`config.mk`:
```
export PLATFORM = sky130hd
export DESIGN_NAME = unidad_control_bip
export DESIGN_NICKNAME = d
export VERILOG_FILES = /design/src/rtl/unidad_control_bip.sv
export SDC_FILE = /design/constraint.sdc
export NUM_CORES = 1
export LEC_CHECK = 0
export ABC_AREA = 1
export BUFFER_PORTS_ARGS = -buffer_cell sky130_fd_sc_hd__buf_4
export CAP_MARGIN = 25
export CORE_MARGIN = 2
export CORE_UTILIZATION = 40
export CTS_BUF_LIST = sky130_fd_sc_hd__clkbuf_4 sky130_fd_sc_hd__clkbuf_8
export DETAILED_ROUTE_END_ITERATION = 7
export HOLD_SLACK_MARGIN = 0.08
export PLACE_DENSITY = 0.87
export SYNTH_ARGS = -nofsm -noshare
export SYNTH_HDL_FRONTEND = slang
export SYNTH_SLANG_ARGS = --single-unit
```
`constraint.sdc`:
```
create_clock -name clk -period 1.25 [get_ports clk]
set_input_delay 0.0625 -clock clk [delete_from_list [all_inputs] [get_ports clk]]
set_output_delay 0.0625 -clock clk [all_outputs]
set_load 0.1 [all_outputs]
```
`src/rtl/unidad_control_bip.sv`:
```
// unidad_control_bip: control unit for the 16-bit accumulator datapath.
// Holds the program counter and decodes the current instruction word into
// operand-mux, accumulator, ALU and data-memory controls.
// Optional build macro UNIDAD_CONTROL_CICLOS_EN adds the Ciclos counter of
// edges spent executing (HLT cycle included), saturating, held in HALT.
module unidad_control_bip #(
    parameter int ANCHO_PC   = 11,
    parameter int ANCHO_DATO = 16
) (
    input  logic                  clk,
    input  logic                  reset,
    input  logic                  Start,
    input  logic [ANCHO_DATO-1:0] Instruccion,
    output logic [ANCHO_PC-1:0]   DirPrograma,
    output logic [ANCHO_PC-1:0]   DirDatos,
    output logic [ANCHO_DATO-1:0] Inmediato,
    output logic                  SelB,
    output logic [1:0]            SelA,
    output logic                  WrAcc,
    output logic                  Op,
    output logic                  WrRam,
    output logic                  RdRam,
    output logic                  Ocupado,
`ifdef UNIDAD_CONTROL_CICLOS_EN
    output logic [ANCHO_DATO-1:0] Ciclos,
`endif
    output logic                  Halt
);

    localparam int ANCHO_OP = ANCHO_DATO - ANCHO_PC;

    localparam logic [ANCHO_OP-1:0] OP_HLT  = ANCHO_OP'(0);
    localparam logic [ANCHO_OP-1:0] OP_STO  = ANCHO_OP'(1);
    localparam logic [ANCHO_OP-1:0] OP_LD   = ANCHO_OP'(2);
    localparam logic [ANCHO_OP-1:0] OP_LDI  = ANCHO_OP'(3);
    localparam logic [ANCHO_OP-1:0] OP_ADD  = ANCHO_OP'(4);
    localparam logic [ANCHO_OP-1:0] OP_ADDI = ANCHO_OP'(5);
    localparam logic [ANCHO_OP-1:0] OP_SUB  = ANCHO_OP'(6);
    localparam logic [ANCHO_OP-1:0] OP_SUBI = ANCHO_OP'(7);

    typedef enum logic [1:0] {
        IDLE = 2'b00,
        EJEC = 2'b01,
        HALT = 2'b10
    } state_t;

    state_t                state, state_next;
    logic [ANCHO_PC-1:0]   pc, pc_next;
    logic [ANCHO_OP-1:0]   opcode;

    assign opcode      = Instruccion[ANCHO_DATO-1:ANCHO_PC];
    assign DirPrograma = pc;

    // Operand fields are pure wiring and follow the instruction word in every state.
    assign DirDatos  = Instruccion[ANCHO_PC-1:0];
    assign Inmediato = {{ANCHO_OP{Instruccion[ANCHO_PC-1]}}, Instruccion[ANCHO_PC-1:0]};

    assign Ocupado = (state == EJEC);
    assign Halt    = (state == HALT);

    // State and program counter; reset drops everything to IDLE at once.
    always_ff @(posedge clk or posedge reset) begin
        if (reset) begin
            state <= IDLE;
            pc    <= '0;
        end else begin
            state <= state_next;
            pc    <= pc_next;
        end
    end

    // Next state, next PC and the decoded controls, all qualified by EJEC so a
    // reset mid-instruction removes the write enables before the next edge.
    always_comb begin
        state_next = state;
        pc_next    = pc;
        SelB       = 1'b0;
        SelA       = 2'b00;
        WrAcc      = 1'b0;
        Op         = 1'b0;
        WrRam      = 1'b0;
        RdRam      = 1'b0;
        case (state)
            IDLE: begin
                if (Start) state_next = EJEC;
            end
            EJEC: begin
                // PC wraps naturally at 2^ANCHO_PC; HLT is the only word that freezes it.
                pc_next = pc + 1'b1;
                case (opcode)
                    OP_HLT: begin
                        pc_next    = pc;
                        state_next = HALT;
                    end
                    OP_STO: WrRam = 1'b1;
                    OP_LD: begin
                        RdRam = 1'b1;
                        WrAcc = 1'b1;
                    end
                    OP_LDI: begin
                        SelB  = 1'b1;
                        WrAcc = 1'b1;
                    end
                    OP_ADD, OP_SUB: begin
                        RdRam = 1'b1;
                        SelA  = 2'b01;
                        Op    = (opcode == OP_SUB);
                        WrAcc = 1'b1;
                    end
                    OP_ADDI, OP_SUBI: begin
                        SelB  = 1'b1;
                        SelA  = 2'b01;
                        Op    = (opcode == OP_SUBI);
                        WrAcc = 1'b1;
                    end
                    default: ; // undefined opcode behaves as NOP
                endcase
            end
            HALT: ; // terminal until reset
            default: state_next = IDLE;
        endcase
    end

`ifdef UNIDAD_CONTROL_CICLOS_EN
    // Executed-cycle counter: one per edge in EJEC, saturating at all-ones.
    always_ff @(posedge clk or posedge reset) begin
        if (reset) begin
            Ciclos <= '0;
        end else if (state == EJEC && Ciclos != '1) begin
            Ciclos <= Ciclos + 1'b1;
        end
    end
`endif

endmodule
```
==> impl_metrics.yaml, run 1 <==
yosys:
  seq_area_frac_synth_pct: 29.7
  syn_area_sq_um: 1090
  synth_top_area_cell: "dfrtp_1"
  synth.distinct_cells: 23
  syn_avg_cell_area_sq_um: 7.49
  ys_ff_latch: 13
  ys.warnings.count: 0
  synthesis.nets: 166
  synth_top_area_share_pct: 29.7
  synthTopCellsByArea: "dfrtp_1 30%, buf_4 19%, nand2_1 14%, inv_1 6.2%, nor2_4 4.1%"
  syn_inst: 146
  yosys.area_share.simple_pct: 35.1
  synth_compound_area_share_pct: 3.09
  synthXorXnorAreaFrac_pct: 2.29
  synthAdderAreaFrac_pct: 1.14
  synth.area.mux_share_pct: 0
  synth_top_family_by_area: "simple AND/OR/NAND/NOR gates"
timing:
  rsz0062_at_grt: "true"
  finalWorstSetupSlack_ns: -0.285
  setup_viol: 8
  hold_slack_ns: 0.125
  hold_viol: 0
  post-route-period-util_pct: 123
  slew_headroom_pct: 65.3
  slew_violations: 0
  worst_slew_pin_slew_ns: 0.520
  fmax_mhz: 651
  finClkSkew_ns: 0.00368
  period_needed_ns: 1.54
drt:
  vias: 927
  viasPerCell: 4.75
  drt_first_iter_violations: 38
  ant_nets: 0
  wl_mm: 2.96
  drt_first_pass_iters: 4
  drc: 0
  wl_per_cell_microns: 15.2
worst_hold_path:
  holdPathEnd: "DirDatos[1]"
  hold_start: "Instruccion[1]"
  min_path_type: "in -> out"
  min_path_cells: 0
clock_tree:
  clock-sinks: 13
  clockRootBuffer: "clkbuf_4"
  cts_buffer_depth: 2
  clk_pin_slew_ns: 0.08
  cts_htree_levels: 1
  cts_made_buffers: 3
  clk_latency_ns: 0.28
  cts_tree: "built"
setup_path:
  crit_start: "state[0]"
  critPathBufInv: 5
  arrival_ns: 1.47
  slowest_stage: "dfrtp_1"
  cp-end-kind: "primary output"
  timing.rr.start: "state[0]"
  crit_type: "reg -> out"
  required_ns: 1.19
  r2r_slack_ns: -0.01
  ff2ff_path_depth: 7
  cpPeakStageDelay_ns: 0.38
  crit_fanout: 4
  crit_path_start_kind: "flip-flop"
  crit_family: "buffers and inverters"
  r2r_end: "DirPrograma[6]"
  path_cells: "inv_2 -> nor2_4 -> inv_4 -> buf_4 -> buf_6 -> nor2_4 -> buf_12"
  crit_top_cell: "nor2_4"
power:
  peakVddDrop_mv: 2.06
  power_density_nw_per_um2: 2400
  leakage_nw: 0.711
run:
  cap_violations: 0
die:
  die_area_sq_um: 3170
  boundaryPins: 66
  die_x_microns: 56.3
  start_util_pct: 43.0
  coreArea_sq_um: 2540
  die_h_microns: 56.3
  num_rows: 18
grt:
  track_usage_pct: 16.8
  gr-total-overflow: 0
  antenna_found_initial: 0
  grt_max_degree: 14
  grt_pass1_vias: 863
  grt_pass1_wl_mm: 4.09
status:
  violations: "setup timing"
  outcome: "complete, but fails checks"
cells_and_area:
  drive_gt1_share_pct: 54.5
  areaGrowthSynthToFinish_pct: 38.2
  final_area_sq_um: 1510
  nets: 186
  diodes: 0
  fillers: 197
place:
  dpl.hpwl_mm: 1.56
  placed_area_sq_um: 1210
  place_congestion: 0.786
  io_buffers: 26
power breakdown:
part | leakage (nW) | switching [mW] | internal, mW
logic | 0.538 | 1.74 | 0.879
registers | 0.155 | 0.162 | 0.572
clock network | 0.0184 | 0.138 | 0.146
total | 0.711 | 2.04 | 1.60
how the worst max path moves through the flow:
| stage | end | slack (ns) | cells past startpoint |
|---|---|---|---|
| after detailed placement | SelB | -0.03 | 7 |
| after global routing | RdRam | -0.38 | 6 |
| after global placement | SelB | 0.02 | 6 |
| after floorplan | RdRam | -1.38 | 5 |
| final | SelA[0] | -0.29 | 7 |
| after CTS | SelB | -0.22 | 6 |
layout make-up:
cell class	instances	area [sq um]	share of cell area [%]
Multi-Input combinational cell	84	561	37.1
Clock buffer	4	30.0	1.99
Tap cell	30	37.5	2.48
Inverter	21	93.8	6.21
Timing Repair Buffer	43	447	29.6
Sequential cell	13	343	22.7
timing repair:
item / CTS / global route
setup endpoints to repair: 7 / 20
resized for setup: 27 / 14
buffers inserted: 6 / 6
cloned: 0 / 1
pin swaps: 3 / 5
hold buffers: 2 / 0
hold endpoints to repair: 14 / 0
cells by family (layout without fill, tap and decap cells):
logic type | after synthesis | in the layout
flops | 13 | 13
other cells | 1 | 1
compound gates | 4 | 4
xor+xnor | 2 | 2
fa+ha+maj | 1 | 1
simple gates | 75 | 76
buf+inv | 50 | 68
flip-flops by register name, indices dropped and copies added (netlist names):
signal,count
DirPrograma,11
state,2
cell usage in the layout (no fill, tap or decap), types with 2 or more instances in the layout:
cell type      instances
buf_12                 8
buf_4                 28
buf_6                  5
clkbuf_4               4
dfrtp_1                3
dfrtp_2                8
dfrtp_4                2
dlygate4sd3_1          2
inv_1                 16
inv_2                  3
nand2_1               36
nand2_2                6
nand2_4                2
nand3_1                7
nand4_1                5
nor2_1                 2
nor2_2                 4
nor2_4                 9
nor3_4                 2
o21ai_2                3
per-stage QoR:
step | setup slack [ns] | power (mW) | util [%] | cells | TNS [ns]
2_1_floorplan | -1.38 | 2.76 | - | 146 | -9.22
3_3_place_gp | 0.0236 | 2.73 | 47.5 | 178 | 0
3_5_place_dp | -0.0255 | 2.76 | 47.5 | 178 | -0.0358
4_1_cts | -0.224 | 3.31 | 55.6 | 190 | -1.26
5_1_grt | -0.383 | 3.82 | 59.4 | 195 | -2.34
6_report | -0.285 | 3.63 | 59.4 | 195 | -1.69
cell usage after synthesis, drive strengths merged:
cell	n
nand2	44
buf	29
o21bai	1
nand3b	1
o21ai	3
inv	21
nor3	2
nand4	5
dfrtp	13
ha	1
conb	1
xor2	1
nor2	15
nand3	8
xnor2	1
worst register-to-register path: stages, from the launching register on:
cell      delay, ns
dfrtp_1        0.38
inv_2          0.07
nor2_4         0.13
buf_4          0.19
nand2_8        0.09
clkinv_8       0.08
nand4_1        0.13
nand2_1        0.12
metal layers:
metal  part of all wire [%]  GRT usage (%)  vias up
li1                       -              -      457
met1                     39           18.5      434
met2                     53           29.6       30
met3                    5.6           6.22        6
met4                    2.1           5.44        0
met5                      0              0        -
No activity file was read; power rests on OpenSTA's default activity.
==> run 2, diff against run 1 <==
- ABC_CLOCK_PERIOD_IN_PS: not set -> 1250
- PLACE_DENSITY: 0.87 -> 0.8
==> run 2 against run 1 <==
  * The run still ends with setup timing left
  * Sequential power down 0.5%
  * Die area unchanged
  * Non-clock buffer count down 2
  * Sequential share of layout area up 0.42 points
  * Sequential cell count unchanged
  * Largest cell class unchanged
  * Largest power group unchanged
  * Highest routed layer unchanged
==> impl_metrics.yaml, run 2 (synthesis results as in run 1) <==
setup_path:
  timing.rr.start: "state[0]"
  crit_type: "reg -> out"
  r2r_end: "DirPrograma[4]"
  crit_path_start_kind: "flip-flop"
  cp-end-kind: "primary output"
  required_ns: 1.19
  arrival_ns: 1.44
  ff2ff_path_depth: 8
  r2r_slack_ns: -0.03
  crit_fanout: 2
die:
  die_x_microns: 56.3
  boundaryPins: 66
  coreArea_sq_um: 2540
  num_rows: 18
  start_util_pct: 43.0
  die_area_sq_um: 3170
  die_h_microns: 56.3
drt:
  drt_first_pass_iters: 4
  wl_mm: 2.56
  viasPerCell: 4.84
  vias: 939
  drt_first_iter_violations: 16
  wl_per_cell_microns: 13.2
  drc: 0
  ant_nets: 0
worst_hold_path:
  hold_start: "Instruccion[0]"
  min_path_type: "in -> out"
  holdPathEnd: "DirDatos[0]"
  min_path_cells: 0
clock_tree:
  clk_pin_slew_ns: 0.08
  clockRootBuffer: "clkbuf_4"
  clk_latency_ns: 0.27
  clock-sinks: 13
  cts_buffer_depth: 2
  cts_made_buffers: 3
  cts_tree: "built"
  cts_htree_levels: 1
cells_and_area:
  final_area_sq_um: 1480
  multiInputGateArea_sq_um: 551
  layout_commonest_cell: "nand2_1"
  drive_gt1_share_pct: 53.7
  layout_common_cells: "36 x nand2_1, 29 x buf_4, 17 x inv_1"
  nets: 185
  diodes: 0
  regArea_sq_um: 343
  fillers: 188
  fin_cells: 194
  areaGrowthSynthToFinish_pct: 35.7
  largest_reg_flops: 11
status:
  violations: "setup timing"
  outcome: "complete, but fails checks"
timing:
  finClkSkew_ns: 0.00439
  fmax_mhz: 668
  hold_viol: 0
  hold_slack_ns: 0.125
  tns_ns: -1.32
  rsz0062_at_grt: "true"
  finalWorstSetupSlack_ns: -0.248
  post-route-period-util_pct: 120
  setup_viol: 12
  slew_headroom_pct: 66.4
  period_needed_ns: 1.50
  worst_slew_pin_slew_ns: 0.503
  slew_violations: 0
power:
  leakage_nw: 0.697
  peakVddDrop_mv: 1.94
  finalPower_mw: 3.53
  power_density_nw_per_um2: 2380
grt:
  grt_pass1_vias: 962
  antenna_found_initial: 0
  grt_pass1_wl_mm: 4.29
  track_usage_pct: 16.9
  grt_max_degree: 14
  gr-total-overflow: 0
place:
  dp.cells: 178
  io_buffers: 26
  placed_area_sq_um: 1210
  place_congestion: 0.851
  dpl.hpwl_mm: 1.63
run:
  cap_violations: 0
-- run 2: cell types whose count changed in the layout (fill, tap and decap cells not counted), sizes merged --
cell and delta:
buf -2, inv +1
-- run 2: final cells by class --
| class | instances | area share, % |
|---|---|---|
| Timing Repair Buffer | 41 | 28.3 |
| Tap cell | 30 | 2.53 |
| Sequential cell | 13 | 23.1 |
| Inverter | 21 | 6.32 |
| Timing Repair inverter | 1 | 0.590 |
| Clock buffer | 4 | 2.02 |
| Multi-Input combinational cell | 84 | 37.1 |
-- run 2: report_power, final --
| part | switching, mW | leakage [nW] | internal (mW) |
|---|---|---|---|
| clock | 0.136 | 0.0184 | 0.145 |
| sequential | 0.158 | 0.155 | 0.572 |
| combinational | 1.71 | 0.523 | 0.804 |
-- run 2: through the flow --
| step | util, % | worst slack, ns |
|---|---|---|
| 2_1_floorplan | - | -1.38 |
| 3_5_place_dp | 47.5 | -0.0431 |
| 6_report | 58.3 | -0.248 |
| 5_1_grt | 58.3 | -0.308 |
| 4_1_cts | 56.0 | -0.210 |
| 3_3_place_gp | 47.5 | 0.0286 |
-- run 2: worst max-delay path by stage --
stage	startpoint	end	slack, ns	depth (start not counted)
3_3_place_gp	state[1]	SelB	0.03	6
3_5_place_dp	state[0]	SelB	-0.04	7
5_1_grt	state[0]	SelB	-0.31	7
4_1_cts	state[0]	RdRam	-0.21	7
2_1_floorplan	state[1]	RdRam	-1.38	5
6_report	state[0]	Op	-0.25	7
-- run 2: repair_timing --
| item | in CTS | in global routing |
|---|---|---|
| resized for setup | 25 | 10 |
| setup endpoints to repair | 8 | 20 |
| hold endpoints to repair | 14 | 0 |
| setup buffers | 7 | 1 |
| hold buffers | 2 | 0 |
| pin swaps | 5 | 2 |
| gates cloned | 1 | 1 |
-- run 2: layer usage --
metal	GRT usage, %	vias up	share of wire, %
li1	-	457	-
met1	20.2	451	42
met2	29.9	19	51
met3	3.46	12	4.9
met4	6.12	0	2.1
met5	0	-	0
-- run 2: worst max-delay path, cell delays in order (launching register included) --
cell and delay, ns:
dfrtp_1 0.36, inv_2 0.06, nor2_4 0.13, buf_4 0.14, buf_6 0.10, nand2_1 0.08
nor2_4 0.11, buf_12 0.18
